$ cat src/rtl/mux_share_arbiter_pkg.sv
// Shared encodings and the tie-break helper for the mux-sharing arbiter.
package mux_share_arbiter_pkg;

  typedef enum logic [1:0] {
    ST_IDLE = 2'd0,
    ST_OWN  = 2'd1,
    ST_GAP  = 2'd2
  } state_t;

  localparam logic REQ0 = 1'b0;
  localparam logic REQ1 = 1'b1;

  // Winner among active requesters; on a tie the one that did not own last wins.
  function automatic logic arb_pick(input logic [1:0] req, input logic last);
    if (req == 2'b11) return ~last;
    else if (req[REQ1]) return REQ1;
    else return REQ0;
  endfunction

endpackage

$ cat src/rtl/mux_share_arbiter_mux2_w.sv
// Combinational DATA_W-wide 2:1 mux: y = s ? i1 : i0.
module mux2_w #(
  parameter int DATA_W = 1
) (
  input  logic              s,
  input  logic [DATA_W-1:0] i0,
  input  logic [DATA_W-1:0] i1,
  output logic [DATA_W-1:0] y
);

  assign y = s ? i1 : i0;

endmodule

$ cat src/rtl/mux_share_arbiter.sv
// Round-robin owner of a shared 2:1 mux with bounded tenure, a one-cycle
// dead gap on every handover, and a registered mux output with valid.
module mux_share_arbiter
  import mux_share_arbiter_pkg::*;
#(
  parameter int DATA_W   = 1,
  parameter int MAX_HOLD = 4
) (
  input  logic              clk,
  input  logic              rst_n,
  input  logic [1:0]        req,
  input  logic [DATA_W-1:0] din0,
  input  logic [DATA_W-1:0] din1,
  output logic [1:0]        gnt,
  output logic              sel,
  output logic [DATA_W-1:0] dout,
  output logic              dout_valid,
  output logic              busy
);

  localparam int TW = $clog2(MAX_HOLD + 1);
  localparam logic [TW-1:0] HOLD_MAX = TW'(MAX_HOLD);

  state_t            state;
  logic              owner;
  logic              last;
  logic [TW-1:0]     tenure;
  logic              pick;
  logic              release_now;
  logic [DATA_W-1:0] mux_y;

  mux2_w #(.DATA_W(DATA_W)) u_mux (
    .s  (sel),
    .i0 (din0),
    .i1 (din1),
    .y  (mux_y)
  );

  assign pick = arb_pick(req, last);
  // Owner gives up the mux when it drops req or is preempted at full tenure.
  assign release_now = !req[owner] || ((tenure == HOLD_MAX) && req[~owner]);

  always_ff @(posedge clk or negedge rst_n) begin
    if (!rst_n) begin
      state      <= ST_IDLE;
      owner      <= REQ0;
      last       <= REQ1;
      tenure     <= '0;
      gnt        <= 2'b00;
      sel        <= 1'b0;
      dout       <= '0;
      dout_valid <= 1'b0;
      busy       <= 1'b0;
    end else begin
      dout_valid <= 1'b0;
      case (state)
        ST_IDLE, ST_GAP: begin
          if (|req) begin
            state  <= ST_OWN;
            owner  <= pick;
            sel    <= pick;
            gnt    <= {pick, ~pick};
            tenure <= TW'(1);
            busy   <= 1'b1;
          end else begin
            state <= ST_IDLE;
            gnt   <= 2'b00;
            busy  <= 1'b0;
          end
        end
        ST_OWN: begin
          if (req[owner]) begin
            dout       <= mux_y;
            dout_valid <= 1'b1;
          end
          if (release_now) begin
            state  <= ST_GAP;
            last   <= owner;
            gnt    <= 2'b00;
            tenure <= '0;
            busy   <= 1'b1;
          end else if (tenure != HOLD_MAX) begin
            tenure <= tenure + TW'(1);
          end
        end
        default: begin
          state <= ST_IDLE;
          gnt   <= 2'b00;
          busy  <= 1'b0;
        end
      endcase
    end
  end

endmodule

$ cat config.mk
export PLATFORM = sky130hd
export DESIGN_NAME = mux_share_arbiter
export DESIGN_NICKNAME = d
export VERILOG_FILES = /design/src/rtl/mux_share_arbiter_pkg.sv /design/src/rtl/mux_share_arbiter_mux2_w.sv /design/src/rtl/mux_share_arbiter.sv
export SDC_FILE = /design/constraint.sdc
export NUM_CORES = 1
export LEC_CHECK = 0
export CAP_MARGIN = 25
export CORE_MARGIN = 2
export CORE_UTILIZATION = 45
export CTS_CLUSTER_SIZE = 24
export DETAILED_ROUTE_END_ITERATION = 8
export PLACE_DENSITY = 0.71
export SKIP_LAST_GASP = 1
export SYNTH_ARGS = -nofsm -noshare
export SYNTH_HDL_FRONTEND = slang
export SYNTH_SLANG_ARGS = --single-unit
$ cat constraint.sdc
create_clock -name clk -period 2.1 [get_ports clk]
set_input_delay 0.63 -clock clk [delete_from_list [all_inputs] [get_ports clk]]
set_output_delay 0.63 -clock clk [all_outputs]
set_load 0.1 [all_outputs]
==> Yosys cells after proc, flatten, opt, wreduce, memory -nomap -nowiden <==
Cells that the tools add are included.
{ "word_totals": {"ff_bits": 12, "in_bits": 6, "out_inout_bits": 6, "elab_cells": 55} }
{ "op_classes": {"n_addsub": 1, "order_cmp": 2, "n_eq_ne": 8, "n_mux": 22, "bitwise": 3, "n_reduce_logical": 11} }
{ "ops": {"columns": ["operator", "count"], "rows": [
  ["1-bit 2-to-1 mux", 12],
  ["3-bit 2-to-1 mux", 3],
  ["2-bit case mux with 2 select lines", 2],
  ["2-bit 2-to-1 mux", 3],
  ["3-bit inequality test, second input constant", 2],
  ["3-bit case mux with 2 select lines", 1],
  ["2-bit AND reduction", 3],
  ["2-bit equality test, second input constant", 2],
  ["1-bit by 2-bit < comparator with 1-bit output, second input constant", 2],
  ["2-bit inequality test, second input constant", 2],
  ["2-bit OR reduction", 2],
  ["3-bit by 1-bit adder with 3-bit output, second input constant", 1],
  ["3-bit equality test, second input constant", 1],
  ["1-bit inverter", 3],
  ["3-bit AND reduction", 1],
  ["2-bit by 1-bit equality test with 1-bit output, second input constant", 1],
  ["2-bit zero test", 1],
  ["1-bit case mux with 2 select lines", 1],
  ["2-bit nonzero test", 1],
  ["1-bit logical AND", 1],
  ["1-bit zero test", 1],
  ["1-bit logical OR", 1]
]} }

==> Logic depth before layout (Yosys ltp) <==
Gate-level depths: netlist of the first run.
{ "logic_depth": {"depth_word": 7, "mapped_depth": 5, "ltp_nobuf": 5} }

==> Modules after synthesis <==
Synthesis of the first run repeated with hierarchy kept, for this count alone.
{ "unflattened": {"hier_cells": 53, "hier_area_um2": 594.3} }
{ "modules_own_cells": {"columns": ["mod", "instances", "cells_each", "area_each_um2", "seq_area_each_um2"], "rows": [
  ["mux_share_arbiter", 1, 52, 579.3, 301.5],
  ["mux2_w", 1, 1, 15.0, 0.0]
]} }

==> Least setup slack after synthesis of the first run <==
OpenSTA, ideal clock, no wires.
{ "synth_path": {"path_type": "register -> register", "start": "reg owner", "end": "reg last", "setup_ns": 0.083, "t_arrival_ns": 1.812, "required_ns": 2.017, "path_slack_ns": 0.205, "stages_incl_launch_ff": 4, "n_path_buf": 0, "period_less_slack_ns": 1.895, "path_cell_list": "dfrtp_1 > mux2_4 > a21boi_4 > mux2_4"} }
{ "synth_between": {"elab_chain_cells": 5, "elab_cells_between_ends": 8, "cone_classes": "mux: 4; reduce/logical: 4"} }
{ "synth_rtl": {"columns": ["item", "line_no", "text"], "rows": [
  ["from (decl)", "mux_share_arbiter.sv:25", "logic owner;"],
  ["from (signal assigned)", "mux_share_arbiter.sv:60", "owner <= pick;"],
  ["1-bit 2-to-1 mux (implied by the code) (2 in series)", "mux_share_arbiter.sv:41", "assign release_now = !req[owner] || ((tenure == HOLD_MAX) && req[~owner]);"],
  ["1-bit zero test / 1-bit logical AND (equally long branches)", "mux_share_arbiter.sv:41", null],
  ["1-bit logical OR", "mux_share_arbiter.sv:41", null],
  ["2-bit AND reduction (no source line)", null, null],
  ["to (signal assigned)", "mux_share_arbiter.sv:78", "last <= owner;"],
  ["to (decl)", "mux_share_arbiter.sv:26", "logic last;"]
]} }
Several ways; a longest one is shown, not always the timed one. The select of a mux whose other input is x is not followed.
A chain may end at the register's enable or synchronous reset.

==> Worst setup path in the final report of the first run <==
{ "layout_path": {"start": "in req[0]", "end": "reg last"} }
{ "layout_between": {"elab_chain_cells": 5, "elab_cells_between_ends": 8, "cone_classes": "mux: 4; reduce/logical: 4"} }
{ "layout_rtl": {"columns": ["item", "line_no", "text"], "rows": [
  ["from (decl)", "mux_share_arbiter.sv:11", "input logic [1:0] req,"],
  ["1-bit 2-to-1 mux (implied by the code) (2 in series)", "mux_share_arbiter.sv:41", null],
  ["1-bit zero test / 1-bit logical AND (equally long branches)", "mux_share_arbiter.sv:41", null],
  ["1-bit logical OR *", "mux_share_arbiter.sv:41", null],
  ["2-bit AND reduction (no source line) *", null, null]
]} }
Every way passes the cells marked *; elsewhere a longest branch is shown, timed or not. The select of a mux whose other input is x is not followed.

==> impl_metrics.env, run 1 <==
export IMPL_run_status="completed"
export IMPL_synth_area_per_cell_um2=11.5
export IMPL_area_growth_pct=38.8
export IMPL_r2r_cells=5
export IMPL_initialDrtViolationCount=3
export IMPL_reg2reg_to="last"
export IMPL_cts_hold_buf=0
export IMPL_fmaxAchievable_ghz=0.572
export IMPL_yosysWarnings=0
export IMPL_gp_congestion=0.810
export IMPL_nFillCells=120
export IMPL_slew_headroom_pct=66.0
export IMPL_dieArea_um2=1690
export IMPL_min_from="busy"
export IMPL_hold_viol=0
export IMPL_min_path_type="flip-flop to flip-flop"
export IMPL_synthDistinctLibCells=30
export IMPL_gr_usage_met1_pct=22.9
export IMPL_vias_per_cell=5.49
export IMPL_diodes=0
export IMPL_hold_depth=1
export IMPL_start_util_pct=47.6
export IMPL_final_common_cell="dfrtp_1"
export IMPL_synth_fp_nets=62
export IMPL_cap_violations=0
export IMPL_gr_total_overflow=0
export IMPL_setup_tns_ns=0
export IMPL_firstDrtPassIters=4
export IMPL_cts_made_buffers=3
export IMPL_arrival_ns=1.96
export IMPL_maxSlewViolCount=0
export IMPL_portBuffers=11
export IMPL_dp_final_hpwl_um=894
export IMPL_worstSetupEndpointType="flip-flop"
export IMPL_grt_pass1_wl_mm=2.06
export IMPL_synth_seq_area_share_pct=48.7
export IMPL_cts_htree_levels=1
export IMPL_rows=13
export IMPL_clock_sinks=12
export IMPL_min_to="busy"
export IMPL_grt_use_met2_pct=31.3
export IMPL_place_ws_ns=0.0613
export IMPL_drt_drc_violations_left=0
export IMPL_root_buffer="clkbuf_4"
export IMPL_rsz0062_at_grt="false"
export IMPL_pin_count=12
export IMPL_path_class="input port to flip-flop"
export IMPL_vias=472
export IMPL_fin_ws_ns=0.351
export IMPL_nets=80
export IMPL_fin_hold_ws_ns=0.563
export IMPL_cts_max_path_buffers=2
export IMPL_syn_area_um2=619
export IMPL_drive_above_1_share_pct=29.6
export IMPL_mostFrequentLayoutCells="dfrtp_1, buf_12, inv_1, a21oi_1, clkdlybuf4s50_1"
export IMPL_crit_required_ns=2.31
export IMPL_clk_pin_slew_worst_paths_ns=0.08
export IMPL_tightest_slew_ns=0.508
export IMPL_finalClockSkew_ns=0.00121
export IMPL_antenna_left=0
export IMPL_syn_inst=54
export IMPL_rr_startpoint="tenure[0]"
export IMPL_grt_pass1_vias=488
export IMPL_finalCriticalPeriod_ns=1.75
export IMPL_fin_cells=86
export IMPL_fp_coreArea_um2=1300
export IMPL_dp_cells=82
export IMPL_antenna_found_initial=0
export IMPL_routedWlPerCell_um=13.9
export IMPL_ys_ff_latch=12
export IMPL_critPathLaunchType="input port"
export IMPL_cts_tree="built"
export IMPL_fp_dieH_um=41.1
export IMPL_post_route_period_util_pct=83.3
export IMPL_ff2ff_setup_slack_ns=0.59
export IMPL_grt_use_total_pct=19.1
export IMPL_post_cts_resized=0
export IMPL_met3_usage_pct=3.80
export IMPL_grt_max_degree=13
export IMPL_crit_path_max_fanout=7
export IMPL_setup_viol=0
export IMPL_routed_wl_mm=1.20
export IMPL_post_cts_setup_buffers=0
export IMPL_fp_dieW_um=41.1
export IMPL_insertion_delay_ns=0.27
export IMPL_grt_busiest_layer="met2"
[registers in the layout (all words and copies together) (netlist names)]
register,count
tenure,3
gnt,2
state,2
busy,1
dout,1
dout_valid,1
last,1
owner,1
[worst max-delay path, cell delays in order]
cell             delay [ns]
clkdlybuf4s50_1        0.50
mux2_4                 0.36
a21boi_4               0.15
mux2_4                 0.31
[synthesized netlist by cell type]
library cell   n  area, um^2
nand3_1        1        5.00
nand4_4        1        21.3
or3_1          1        6.26
nand4b_1       1        8.76
o21ai_0        1        5.00
dfrtp_1       11         275
a41oi_1        1        8.76
a21oi_1        5        25.0
and2_4         1        8.76
nand2_1        3        11.3
and2b_4        1        10.0
a21boi_4       1        18.8
o21bai_1       1        7.51
o211ai_1       1        7.51
nand3b_1       1        7.51
mux2_4         2        30.0
nand2b_1       1        6.26
mux2i_1        2        20.0
and2_2         1        7.51
inv_1          5        18.8
nand4_1        1        6.26
o22ai_2        1        12.5
nor2_1         2        7.51
o22ai_1        1        6.26
a31oi_1        1        6.26
and2_1         1        6.26
o21a_1         1        7.51
dfstp_2        1        26.3
ha_1           2        25.0
and3_1         1        6.26
[logic make-up (layout without fill, tap and decap cells)]
logic type      count (synthesis)  count (layout)  synth area share [%]
compound gates                 14              14                  17.0
fa+ha+maj                       2               2                  4.04
buf+inv                         5              22                  3.03
flops                          12              12                  48.7
mux                             4               4                  8.08
simple gates                   17              17                  19.2
[area by class of cell]
cell class	instances	area (um^2)	share of cell area (%)
sequential	12	302	35.1
multi-input combinational	37	299	34.8
timing repair buffer	13	185	21.5
clock buffer	4	36.3	4.22
inverter	5	18.8	2.18
tap	15	18.8	2.18
[through the flow]
step	area (um^2)	utilization, %
floorplan	619	-
global placement	823	63.3
detailed placement	823	63.3
CTS	860	66.1
global route	860	66.1
finish	860	66.1
[routing by layer]
metal	up-vias	part of all wire, %
li1	229	-
met1	227	43
met2	11	50
met3	5	4.5
met4	0	2.5
met5	-	0
[how the worst max path moves through the flow]
stage | from | endpoint | slack, ns | cells past startpoint
final | req[0] | last | 0.35 | 4
after global routing | req[1] | busy | 0.31 | 4
after CTS | req[0] | last | 0.35 | 4
after detailed placement | req[0] | last | 0.06 | 4
after global placement | req[0] | last | 0.11 | 4
after floorplan | owner | last | 0.20 | 3
Power of run 1 is left out: the tool's default activity adds up to more than one toggle a clock period on the data nets, which glitch-free logic cannot reach.
==> run 2, diff against run 1 <==
CORE_UTILIZATION = 43   (was 45)
clock period = 1.6 ns   (was 2.1 ns; I/O delays follow)
==> impl_metrics.env, run 2 (synthesis results as in run 1) <==
export IMPL_run_status="completed"
export IMPL_root_buffer="clkbuf_4"
export IMPL_routed_wl_mm=1.29
export IMPL_place_ws_ns=-0.291
export IMPL_finalClockSkew_ns=0.00702
export IMPL_antenna_left=0
export IMPL_firstDrtPassIters=4
export IMPL_clock_sinks=12
export IMPL_setup_viol=0
export IMPL_ff2ff_setup_slack_ns=0.08
export IMPL_post_cts_resized=0
export IMPL_portBuffers=11
export IMPL_critPathLaunchType="flip-flop"
export IMPL_routedWlPerCell_um=14.4
export IMPL_cts_max_path_buffers=2
export IMPL_slew_headroom_pct=85.1
export IMPL_worstSetupEndpointType="flip-flop"
export IMPL_cts_htree_levels=1
export IMPL_grt_pass1_wl_mm=2.30
export IMPL_drive_above_1_share_pct=35.1
export IMPL_critical_path_top_delay_family="flip-flops"
export IMPL_clk_pin_slew_worst_paths_ns=0.08
export IMPL_crit_path_max_fanout=4
export IMPL_tightest_slew_ns=0.223
export IMPL_start_util_pct=47.0
export IMPL_vias_per_cell=5.42
export IMPL_min_path_type="input port to async pin"
export IMPL_dieArea_um2=1760
export IMPL_slowest_delay_ns=0.41
export IMPL_crit_path_top_delay_cell="dfrtp_1"
export IMPL_cts_tree="built"
export IMPL_nets=83
export IMPL_largest_reg_flops=3
export IMPL_top_regs="tenure x3, gnt x2, state x2"
export IMPL_area_growth_pct=44.6
export IMPL_cap_violations=0
export IMPL_path_buf_inv=1
export IMPL_grt_pass1_vias=489
export IMPL_arrival_ns=1.72
export IMPL_vias=482
export IMPL_gr_total_overflow=0
export IMPL_seq_area_um2=305
export IMPL_fp_coreArea_um2=1320
export IMPL_multi_input_area_um2=304
export IMPL_post_cts_setup_buffers=0
export IMPL_regMostFlops="tenure"
export IMPL_pin_count=12
export IMPL_crit_required_ns=1.80
export IMPL_initialDrtViolationCount=10
export IMPL_maxSlewViolCount=0
export IMPL_drt_drc_violations_left=0
export IMPL_dp_final_hpwl_um=986
export IMPL_finalCriticalPeriod_ns=1.52
export IMPL_path_cells="inv_1, ha_1, nand4_4, a21boi_4, mux2_4"
export IMPL_insertion_delay_ns=0.28
export IMPL_final_common_cell="dfrtp_1"
export IMPL_antenna_found_initial=0
export IMPL_rows=13
export IMPL_rsz0062_at_grt="false"
export IMPL_cts_hold_buf=0
export IMPL_grt_max_degree=13
export IMPL_post_route_period_util_pct=94.9
export IMPL_gp_congestion=0.810
export IMPL_nFillCells=89
export IMPL_fmaxAchievable_ghz=0.659
export IMPL_fin_ws_ns=0.0818
export IMPL_hold_viol=0
export IMPL_cts_made_buffers=3
export IMPL_diodes=0
export IMPL_fp_dieH_um=42.0
export IMPL_fp_dieW_um=42.0
export IMPL_mostFrequentLayoutCells="dfrtp_1, buf_12, inv_1, a21oi_1, buf_4"
export IMPL_path_class="flip-flop to flip-flop"
export IMPL_grt_use_total_pct=17.8
## run 2: stage by stage
step / hold slack [ns] / area (um^2) / TNS, ns / instances / util [%]
2_1_floorplan: 0.184 / 623 / 0 / 54 / -
3_3_place_gp: 0.540 / 850 / -1.61 / 85 / 64.5
3_5_place_dp: 0.549 / 850 / -2.19 / 85 / 64.5
4_1_cts: 0.491 / 886 / 0 / 89 / 67.2
5_1_grt: 0.546 / 896 / 0 / 89 / 68.0
6_report: 0.491 / 896 / 0 / 89 / 68.0
## run 2: final timing paths
path | start | end | cells past startpoint
setup / recovery | tenure[1] | last | 5
hold / removal | rst_n | gnt[1] | 2
setup reg to reg | tenure[1] | last | 5
hold reg to reg | busy | busy | 1
max in group asynchronous | rst_n | last | 2
min in group clk | busy | busy | 1
## run 2: area by class of cell
type                       count  share of cell area (%)
sequential                    12                    34.1
multi-input combinational     37                    33.9
timing repair buffer          16                    23.7
clock buffer                   4                    4.05
inverter                       5                    2.09
tap                           15                    2.09
## run 2: routing by layer
| metal | share of wire (%) | track usage [%] |
|---|---|---|
| met3 | 7.2 | 6.96 |
| met2 | 50 | 26.9 |
| met5 | 0 | 0 |
| met1 | 42 | 22.1 |
| met4 | 0.62 | 8.39 |
Power of run 2 is left out for the same reason.
